$ cat src/rtl/common_types.sv
//------------------------------------------------------------------------------
// common_types
//   Shared types and width constants for the dyt memory arbiter slice.
//   Revision: 1.0
//------------------------------------------------------------------------------
`default_nettype none

package common_types;

   localparam int C_BEN_W  = 4;
   localparam int C_SIZE_W = 2;
   localparam int C_WORD_W = 32;

   typedef enum logic [1:0] {
      SZ_BYTE = 2'd0,
      SZ_HALF = 2'd1,
      SZ_WORD = 2'd2
   } mem_size_t;

   typedef enum logic [1:0] {
      ARB_IDLE = 2'd0,
      ARB_RD1  = 2'd1,
      ARB_RD2  = 2'd2,
      ARB_WR   = 2'd3
   } arb_state_t;

endpackage

`default_nettype wire

$ cat src/rtl/dyt_mem_align.sv
//------------------------------------------------------------------------------
// dyt_mem_align
//   Store lane steering and load lane extraction with sign/zero extension.
//   Revision: 1.0
//------------------------------------------------------------------------------
`default_nettype none

module dyt_mem_align
   import common_types::*;
(
   input  logic [1:0]          i_addr_lo,
   input  mem_size_t           i_size,
   input  logic                i_unsigned,
   input  logic [C_WORD_W-1:0] i_wdata,
   input  logic [C_WORD_W-1:0] i_rdata,
   output logic [C_BEN_W-1:0]  o_ben,
   output logic [C_WORD_W-1:0] o_wdata,
   output logic [C_WORD_W-1:0] o_rdata
);

   logic [7:0]  w_byte;
   logic [15:0] w_half;

   always_comb begin
      w_byte = i_rdata[7:0];
      case (i_addr_lo)
         2'd1:    w_byte = i_rdata[15:8];
         2'd2:    w_byte = i_rdata[23:16];
         2'd3:    w_byte = i_rdata[31:24];
         default: w_byte = i_rdata[7:0];
      endcase
      w_half = i_addr_lo[1] ? i_rdata[31:16] : i_rdata[15:0];

      o_ben   = {C_BEN_W{1'b1}};
      o_wdata = i_wdata;
      o_rdata = i_rdata;
      case (i_size)
         SZ_BYTE: begin
            o_ben   = 4'b0001 << i_addr_lo;
            o_wdata = {4{i_wdata[7:0]}};
            o_rdata = {{24{~i_unsigned & w_byte[7]}}, w_byte};
         end
         SZ_HALF: begin
            o_ben   = 4'b0011 << i_addr_lo;
            o_wdata = {2{i_wdata[15:0]}};
            o_rdata = {{16{~i_unsigned & w_half[15]}}, w_half};
         end
         default: begin
            o_ben   = {C_BEN_W{1'b1}};
            o_wdata = i_wdata;
            o_rdata = i_rdata;
         end
      endcase
   end

endmodule

`default_nettype wire

$ cat src/rtl/dyt_mem_arbiter.sv
//------------------------------------------------------------------------------
// dyt_mem_arbiter
//   Instruction/data arbiter in front of a single-port SRAM, one access in flight.
//   Revision: 1.0
//------------------------------------------------------------------------------
`default_nettype none

module dyt_mem_arbiter
   import common_types::*;
#(
   parameter int ADDR_W      = 32,
   parameter int DATA_W      = 32,
   parameter int D_BURST_MAX = 4
)(
   input  logic                clk,
   input  logic                n_rst,
   input  logic                i_req,
   input  logic [ADDR_W-1:0]   i_addr,
   output logic                i_gnt,
   output logic [DATA_W-1:0]   i_rdata,
   input  logic                d_req,
   input  logic                d_we,
   input  logic [C_SIZE_W-1:0] d_size,
   input  logic                d_unsigned,
   input  logic [ADDR_W-1:0]   d_addr,
   input  logic [DATA_W-1:0]   d_wdata,
   output logic                d_gnt,
   output logic [DATA_W-1:0]   d_rdata,
   output logic [ADDR_W-1:0]   sram_addr,
   output logic                sram_ren,
   output logic                sram_wen,
   output logic [C_BEN_W-1:0]  sram_ben,
   output logic [DATA_W-1:0]   sram_wdata,
   input  logic [DATA_W-1:0]   sram_rdata
);

   localparam int                    C_STREAK_W   = $clog2(D_BURST_MAX + 1);
   localparam logic [C_STREAK_W-1:0] C_STREAK_MAX = C_STREAK_W'(D_BURST_MAX);

   arb_state_t              r_state;
   logic                    r_live;
   logic                    r_own_i;
   logic                    r_last_d;
   logic [C_STREAK_W-1:0]   r_streak;
   logic [ADDR_W-1:0]       r_addr;
   mem_size_t               r_size;
   logic                    r_uns;
   logic [DATA_W-1:0]       r_wdata;

   logic                    w_idle;
   logic                    w_pick_i;
   logic                    w_accept;
   logic                    w_acc_we;
   logic [ADDR_W-1:0]       w_acc_addr;
   logic [1:0]              w_al_lo;
   mem_size_t               w_al_size;
   logic                    w_al_uns;
   logic [DATA_W-1:0]       w_al_wdata;
   logic [C_BEN_W-1:0]      w_ben;
   logic [DATA_W-1:0]       w_st_data;
   logic [DATA_W-1:0]       w_ld_data;

   // r_live blocks acceptance in the first cycle after reset so no command escapes
   assign w_idle     = (r_state == ARB_IDLE);
   assign w_pick_i   = i_req && (!d_req || (r_streak == C_STREAK_MAX) || r_last_d);
   assign w_accept   = r_live && w_idle && (i_req || d_req);
   assign w_acc_we   = !w_pick_i && d_we;
   assign w_acc_addr = w_pick_i ? i_addr : d_addr;

   // In IDLE the live data request drives the lanes; afterwards the captured copy does
   assign w_al_lo    = w_idle ? d_addr[1:0] : r_addr[1:0];
   assign w_al_size  = w_idle ? mem_size_t'(d_size) : r_size;
   assign w_al_uns   = w_idle ? d_unsigned : r_uns;
   assign w_al_wdata = w_idle ? d_wdata : r_wdata;

   dyt_mem_align u_align (
      .i_addr_lo  (w_al_lo),
      .i_size     (w_al_size),
      .i_unsigned (w_al_uns),
      .i_wdata    (w_al_wdata),
      .i_rdata    (sram_rdata),
      .o_ben      (w_ben),
      .o_wdata    (w_st_data),
      .o_rdata    (w_ld_data)
   );

   always_comb begin
      sram_addr  = '0;
      sram_ren   = 1'b0;
      sram_wen   = 1'b0;
      sram_ben   = '0;
      sram_wdata = '0;
      i_gnt      = 1'b0;
      d_gnt      = 1'b0;
      i_rdata    = '0;
      d_rdata    = '0;
      case (r_state)
         ARB_IDLE: begin
            if (w_accept) begin
               sram_addr = {w_acc_addr[ADDR_W-1:2], 2'b00};
               sram_ren  = !w_acc_we;
               sram_wen  = w_acc_we;
               if (w_acc_we) begin
                  sram_ben   = w_ben;
                  sram_wdata = w_st_data;
               end
            end
         end
         ARB_RD1: begin
            sram_addr = {r_addr[ADDR_W-1:2], 2'b00};
            sram_ren  = 1'b1;
         end
         ARB_RD2: begin
            if (r_own_i) begin
               i_gnt   = 1'b1;
               i_rdata = sram_rdata;
            end else begin
               d_gnt   = 1'b1;
               d_rdata = w_ld_data;
            end
         end
         default: begin
            sram_addr  = {r_addr[ADDR_W-1:2], 2'b00};
            sram_wen   = 1'b1;
            sram_ben   = w_ben;
            sram_wdata = w_st_data;
            d_gnt      = 1'b1;
         end
      endcase
   end

   always_ff @(posedge clk) begin
      if (!n_rst) begin
         r_state  <= ARB_IDLE;
         r_live   <= 1'b0;
         r_own_i  <= 1'b0;
         r_last_d <= 1'b0;
         r_streak <= '0;
         r_addr   <= '0;
         r_size   <= SZ_BYTE;
         r_uns    <= 1'b0;
         r_wdata  <= '0;
      end else begin
         r_live <= 1'b1;
         case (r_state)
            ARB_IDLE: begin
               if (w_accept) begin
                  r_own_i <= w_pick_i;
                  r_addr  <= w_acc_addr;
                  r_size  <= mem_size_t'(d_size);
                  r_uns   <= d_unsigned;
                  r_wdata <= d_wdata;
                  r_state <= w_acc_we ? ARB_WR : ARB_RD1;
               end
            end
            ARB_RD1: r_state <= ARB_RD2;
            default: r_state <= ARB_IDLE;
         endcase

         if (i_gnt)
            r_last_d <= 1'b0;
         else if (d_gnt)
            r_last_d <= 1'b1;

         if (!i_req || i_gnt)
            r_streak <= '0;
         else if (d_gnt && (r_streak != C_STREAK_MAX))
            r_streak <= r_streak + 1'b1;
      end
   end

endmodule

`default_nettype wire

$ cat config.mk
export PLATFORM = sky130hd
export DESIGN_NAME = dyt_mem_arbiter
export DESIGN_NICKNAME = d
export VERILOG_FILES = /design/src/rtl/common_types.sv /design/src/rtl/dyt_mem_align.sv /design/src/rtl/dyt_mem_arbiter.sv
export SDC_FILE = /design/constraint.sdc
export NUM_CORES = 1
export LEC_CHECK = 0
export BUFFER_PORTS_ARGS = -buffer_cell sky130_fd_sc_hd__buf_2
export CORE_MARGIN = 2
export CORE_UTILIZATION = 45
export CTS_CLUSTER_DIAMETER = 200
export CTS_CLUSTER_SIZE = 14
export DETAILED_ROUTE_END_ITERATION = 8
export PLACE_DENSITY = 0.79
export SLEW_MARGIN = 20
export SYNTH_ARGS = -nofsm -noshare
export SYNTH_HDL_FRONTEND = slang
export SYNTH_SLANG_ARGS = --single-unit
export TNS_END_PERCENT = 100
$ cat constraint.sdc
create_clock -name clk -period 4.5 [get_ports clk]
set_clock_uncertainty 0.05 [all_clocks]
set_input_delay 0 -clock clk [delete_from_list [all_inputs] [get_ports clk]]
set_output_delay 0 -clock clk [all_outputs]
set_load 0.01 [all_outputs]
* Yosys cells after proc, flatten, opt, wreduce, memory -nomap -nowiden
Cells that the tools add are included.
** Word-level totals
- Bits in latches :: 0
- ROM bits :: 0
- Bits in writable memories :: 0
- Bits of input ports :: 136
- Flip-flop bits (word level) :: 75
- Output and inout bits :: 136
- Logic and storage cells :: 79
- Memories kept :: 0
** Cells by class
- Shifts and indexed selects :: 2
- Order comparisons :: 0
- Reductions and logical operators :: 20
- Add/subtract/negate cells :: 1
- Multiply operators :: 0
- Div/mod/pow operators :: 0
- Muxes and demuxes :: 34
- Equal/unequal tests :: 9
- Bitwise logic cells :: 4
** Operator list (count)
- 2-to-1 mux 32 bit :: 9
- one-hot mux 32 bit (2 select lines) :: 4
- one-hot mux 8 bit (3 select lines) :: 1
- 2-to-1 mux 16 bit :: 1
- one-hot mux 4 bit (2 select lines) :: 2
- 2-to-1 mux 2 bit :: 4
- 2-to-1 mux 4 bit :: 2
- OR reduction 2 bit :: 4
- 2-to-1 mux 1 bit :: 7
- equality test 2 x 1 -> 1 bit (second input constant) :: 3
- equality test 2 bit (second input constant) :: 3
- one-hot mux 1 bit (2 select lines) :: 3
- logical AND 1 bit :: 5
- zero test 1 bit :: 4
- zero test 2 bit :: 2
- logical OR 1 bit :: 4
- one-hot mux 2 bit (2 select lines) :: 1
- << shifter 1 x 2 -> 4 bit (first input constant) :: 1
- << shifter 2 x 2 -> 4 bit (first input constant) :: 1
- adder 3 x 1 -> 3 bit (second input constant) :: 1
- equality test 3 bit (second input constant) :: 1
- != test 3 bit (second input constant) :: 1
- AND 1 bit :: 2
- != test 2 x 1 -> 1 bit (second input constant) :: 1
- other kinds (2) :: 3

* Logic depth before layout (Yosys ltp)
- Word-level depth :: 9
- Mapped depth :: 10
- Depth with buffers taken out :: 7

* Hierarchy
Synthesis repeated with hierarchy kept, for this count alone.
** Unflattened totals
- Cells, all modules :: 787
- Area, all modules :: 6133.4 µm²
** Modules (own cells, without submodules)
- dyt_mem_arbiter :: times used 1, cells each 576, sequential area each 1501.4 µm², area an instance 4678.2 µm²
- dyt_mem_align :: times used 1, cells each 211, sequential area each 0.0 µm², area an instance 1455.1 µm²

* Worst setup path after synthesis
No wires, ideal clock.
- Path kind :: register to output
- Start point :: register r_state[0]
- End point :: output port d_rdata[21]
- Arrival time :: 2.041 ns
- Slack :: 2.409 ns
- Stages on the path, launching flop included :: 10
- Required time :: 4.450 ns
- Path through :: dfxtp_1 -> inv_1 -> ha_1 -> buf_6 -> or3_1 -> a21oi_1 -> a311oi_2 -> a211oi_4 -> buf_6 -> nor2_1
** On the way
- Longest elaborated chain between the ends :: 8
- Elaborated cells between the ends (all ways) :: 18
** Ends and longest elaborated chain
- start, declared :: RTL line dyt_mem_arbiter.sv:40 : arb_state_t r_state;
- start signal, assigned :: RTL line dyt_mem_arbiter.sv:153 : r_state <= w_acc_we ? ARB_WR : ARB_RD1;
- zero test 2 bit :: RTL line dyt_mem_arbiter.sv:64 : assign w_idle = (r_state == ARB_IDLE);
- 2-to-1 mux 2 bit :: RTL line dyt_mem_arbiter.sv:71 : assign w_al_lo = w_idle ? d_addr[1:0] : r_addr[1:0];
- equality test 2 bit / equality test 2 x 1 -> 1 bit (equally long branches) :: RTL line dyt_mem_align.sv:26 : case (i_addr_lo)
- one-hot mux 8 bit (3 select lines) :: RTL line dyt_mem_align.sv:26
- AND 1 bit :: RTL line dyt_mem_align.sv:41 : o_rdata = {{24{~i_unsigned & w_byte[7]}}, w_byte};
- one-hot mux 32 bit (2 select lines) :: RTL line dyt_mem_align.sv:37 : case (i_size)
- 2-to-1 mux 32 bit :: RTL line dyt_mem_arbiter.sv:114 : if (r_own_i) begin
- 2-to-1 mux 32 bit (*) :: RTL line dyt_mem_arbiter.sv:97 : case (r_state)
- end, declared :: RTL line dyt_mem_arbiter.sv:28 : output logic [DATA_W-1:0] d_rdata,
Mark *: on every way between the ends. The rest lies on a longest branch, timed or not.

* Worst setup path after layout
- Start point :: register r_state[0]
- End point :: output port d_rdata[4]
** On the way
- Longest elaborated chain between the ends :: 7
- Elaborated cells between the ends (all ways) :: 14
** Ends and longest elaborated chain (RTL line)
- zero test 2 bit :: dyt_mem_arbiter.sv:64
- 2-to-1 mux 2 bit :: dyt_mem_arbiter.sv:71
- equality test 2 bit / equality test 2 x 1 -> 1 bit (equally long branches) :: dyt_mem_align.sv:26
- one-hot mux 8 bit (3 select lines) :: dyt_mem_align.sv:26
- one-hot mux 32 bit (2 select lines) :: dyt_mem_align.sv:37
- 2-to-1 mux 32 bit :: dyt_mem_arbiter.sv:114
- 2-to-1 mux 32 bit (*) :: dyt_mem_arbiter.sv:97
Marks and branches as above.

==> Flow_metrics.wiki <==
{| class="wikitable"
! Metric !! Value
|-
| Number of remaining DRC errors || 20
|-
| Violations in the final reports || DRC
|-
| Startpoint type of the worst setup path || flop
|-
| Arrival time reported for the critical path endpoint || roughly 3500 ps
|-
| Post-synthesis async set-or-reset flop share || 0
|-
| Number of inserted diodes || 0
|-
| Hold Violations, Final || 0
|-
| Required time at the worst-slack endpoint || approximately 4500 ps
|-
| Final setup viols || 0
|-
| Initial antenna violation count || 0
|-
| Total number of vias || between 6k and 7k
|-
| Number of maximum-capacitance violations || 0
|-
| Type of the worst setup path || reg2out
|-
| Via count of the first global-routing pass || 5756
|-
| Internal power of the cells || 0.00172 W
|-
| Slowest library cell on the worst path || sky130_fd_sc_hd__ha_2
|-
| Share of cells above drive strength 1 || 0.326
|-
| Number of max-slew violations in the final report || 0
|-
| Number of buffer cells added on primary ports || around 270
|-
| H-tree level count || 3
|-
| Switching power || 0.00125 W
|-
| EDFF count, synth || 0
|-
| Top fanout value on the critical path || 34
|-
| Crit path capture type || primary output
|-
| Final critical-path share of the clock period || 0.788
|-
| Clock transition at the registers of the reported paths || 60 ps
|-
| Worst ir drop on vdd || ~0.00032 V
|-
| Number of vias per cell after detailed routing || approximately 5.5
|-
| Initial core utilization || 0.464
|-
| Wire length of the first global-routing pass || about 29000 µm
|-
| Layout Nets || roughly 1.1k
|-
| Power density normalized to cell area || approximately 400 mW/mm²
|-
| Static leakage || ~3.7 nW
|-
| Area of the mapped netlist || around 0.0053 mm²
|-
| Post-Synthesis Cells || a little over 700
|-
| Detail Placement HPWL || between 10000 and 15000 µm
|-
| Height of the chip || roughly 110 µm
|-
| Worst min path class || in2reg
|-
| Core Region || 0.0115 mm²
|-
| Part of the Yosys area used for sequential elements || 0.281
|-
| Distinct cell type count after synthesis || 53
|-
| Clock tree from TritonCTS || yes
|-
| Area of the die || between 0.01 and 0.015 mm²
|-
| Synthesized area per cell || between 7 and 8 µm²
|-
| Global-route usage over all layers || 0.272
|-
| Setup repair after global routing missed its margin || false
|-
| Number of placement rows || 39
|-
| Fmax achieved || about 280 MHz
|-
| Root Driver || sky130_fd_sc_hd__clkbuf_16
|-
| Transition time of the tightest slew-check pin || about 1100 ps
|-
| Detailed-router iteration count before antenna repair || 8
|-
| Sum of routed wire length over all layers || around 18000 µm
|-
| Number of DRC markers in iteration 0 || 511
|-
| Total negative setup slack || 0 ps
|-
| Prevailing post-synth register cell || sky130_fd_sc_hd__dfxtp_1
|-
| YS warnings || 0
|-
| Routed length per placed instance || ~16 µm
|-
| Sw Share || 0.422
|-
| FF+latch count, synth || 75
|-
| Sequential share of power || 0.273
|-
| Synthesis-to-layout area growth || 37.4%
|-
| Clock latency on the worst-skew pair || 330 ps
|-
| Clock buffer count from CTS || 9
|-
| Max clock buf depth || 2
|-
| CP top delay family || compound AO/OA/AOI/OAI gates
|-
| Total gr overflow || 0
|-
| Clock tree sinks || 75
|-
| Boundary pin count || about 270
|-
| Cell type with the highest occurrence count on the critical path || sky130_fd_sc_hd__inv_1
|-
| Share of power burned in the clock network || 0.226
|-
| Number of setup buffers added after CTS || 0
|-
| Slew Limit Headroom || 0.288
|-
| WP buf/inv || 4
|-
| Combinational power share || 0.501
|-
| Critical Path, Cell by Cell || inv_1 > ha_2 > buf_4 > inv_1 > o31ai_4 > or2_0 > a2bb2oi_1 > o221a_2 > buf_2
|-
| Die Width || about 110 µm
|-
| Critical path's largest stage delay || between 700 and 800 ps
|-
| Post-layout power || between 0.002 and 0.003 W
|-
| Routability congestion estimate from global placement || ~0.95
|-
| Number of routed nets with antenna violations || 0
|-
| Worst reg-to-reg setup slack || roughly 1700 ps
|-
| Largest net degree at the start of global routing || 57
|-
| Result of the run || complete, but fails checks
|-
| Min Tclk post-route || between 3000 and 4000 ps
|}
## power groups by stage
stage	clock network [W]	logic, W	registers [W]
global placement	0	0.00143	0.000820
floorplan	0	0.00104	0.000806
detailed placement	0	0.00144	0.000824
global route	0.000703	0.00164	0.000824
CTS	0.000675	0.00147	0.000810
finish	0.000670	0.00149	0.000811
## cells in the final DEF (no fill, tap or decap), types with 3 or more instances in the layout
master and count:
sky130_fd_sc_hd__nor3b_1 3, sky130_fd_sc_hd__inv_1 8, sky130_fd_sc_hd__and3_1 34, sky130_fd_sc_hd__a21boi_0 33, sky130_fd_sc_hd__ha_1 5, sky130_fd_sc_hd__nor2_1 99
sky130_fd_sc_hd__mux2i_1 64, sky130_fd_sc_hd__a2bb2oi_1 6, sky130_fd_sc_hd__o221a_2 6, sky130_fd_sc_hd__a211oi_1 58, sky130_fd_sc_hd__nand3_1 5, sky130_fd_sc_hd__buf_4 8
sky130_fd_sc_hd__dfxtp_1 75, sky130_fd_sc_hd__nand2b_1 4, sky130_fd_sc_hd__clkbuf_16 9, sky130_fd_sc_hd__o21ai_0 58, sky130_fd_sc_hd__mux2_2 8, sky130_fd_sc_hd__o211a_1 5
sky130_fd_sc_hd__a21oi_1 19, sky130_fd_sc_hd__nand2_1 112, sky130_fd_sc_hd__nor3_1 4, sky130_fd_sc_hd__buf_2 269, sky130_fd_sc_hd__nor2b_1 9, sky130_fd_sc_hd__dlygate4sd3_1 40
sky130_fd_sc_hd__clkinvlp_4 3
## routing by layer
metal / wire length [µm] / GRT usage / part of all wire / vias up
met5: 0 / 0 / 0 / -
met4: 918 / 0.152 / 0.050 / 0
met3: 1270 / 0.0402 / 0.070 / 71
met2: 9050 / 0.474 / 0.50 / 299
met1: 7030 / 0.319 / 0.38 / 2766
li1: - / - / - / 3067
## kinds of logic after synthesis
logic type / after synthesis / synth area share
simple gates: 282 / 0.231
compound gates: 204 / 0.266
buf+inv: 76 / 0.0632
flops: 75 / 0.281
mux: 74 / 0.142
fa+ha+maj: 6 / 0.0140
xor+xnor: 2 / 0.00328
other cells: 1 / 0.000701
## Yosys cell counts (all sizes together), types with 6 or more instances
cell type,n,area share
dfxtp,75,0.28
nand2,113,0.079
o211a,6,0.011
mux2i,66,0.12
buf,23,0.026
a21oi,20,0.019
and3,34,0.040
inv,9,0.0063
o221a,6,0.013
nor2b,9,0.011
o21ai,59,0.055
a21boi,33,0.046
a2bb2oi,6,0.0098
nor2,100,0.070
ha,6,0.014
mux2,8,0.017
a211oi,59,0.085
clkbuf,44,0.031
## per-stage QoR
stage | instance area, µm² | hold slack [ps] | instances | setup WS [ps] | utilization
6_report | 7350 | 7.82 | 1130 | 956 | 0.638
5_1_grt | 7350 | 29.9 | 1130 | 630 | 0.638
4_1_cts | 7340 | 4.73 | 1130 | 975 | 0.638
3_5_place_dp | 6660 | 214 | 1074 | 1310 | 0.579
3_3_place_gp | 6660 | 208 | 1074 | 1370 | 0.579
2_1_floorplan | 5350 | -22.3 | 721 | 2410 | -
## final timing paths
path / start / end / cells after the start
worst max-delay path: r_state[0] / d_rdata[4] / 9
worst min-delay path: d_addr[21] / r_addr[21] / 3
worst max register to register: r_state[0] / r_addr[1] / 6
worst min register to register: r_uns / r_uns / 2
## flip-flops by register name, indices dropped and copies added (netlist names)
name	cells
r_addr	32
r_wdata	32
r_streak	3
r_size	2
r_state	2
r_last_d	1
r_live	1
r_own_i	1
r_uns	1
## worst min-delay path, cell delays in order
cell	delay, ps
sky130_fd_sc_hd__buf_2	90
sky130_fd_sc_hd__mux2i_1	150
sky130_fd_sc_hd__a211oi_1	90
## cell type report
| cell class | count | area (µm²) |
|---|---|---|
| timing repair buffer | 317 | 1810 |
| clock inverter | 5 | 36.3 |
| inverter | 9 | 33.8 |
| fill | 1022 | 4170 |
| tap | 143 | 179 |
| sequential | 75 | 1500 |
| clock buffer | 11 | 243 |
| multi-input combinational | 570 | 3550 |
## repair_timing
item	in CTS	in global routing
endpoints found under the hold margin	41	0
gates resized for setup	0	0
hold buffers	40	0
Note: power is estimated with default switching activity, not from simulation.
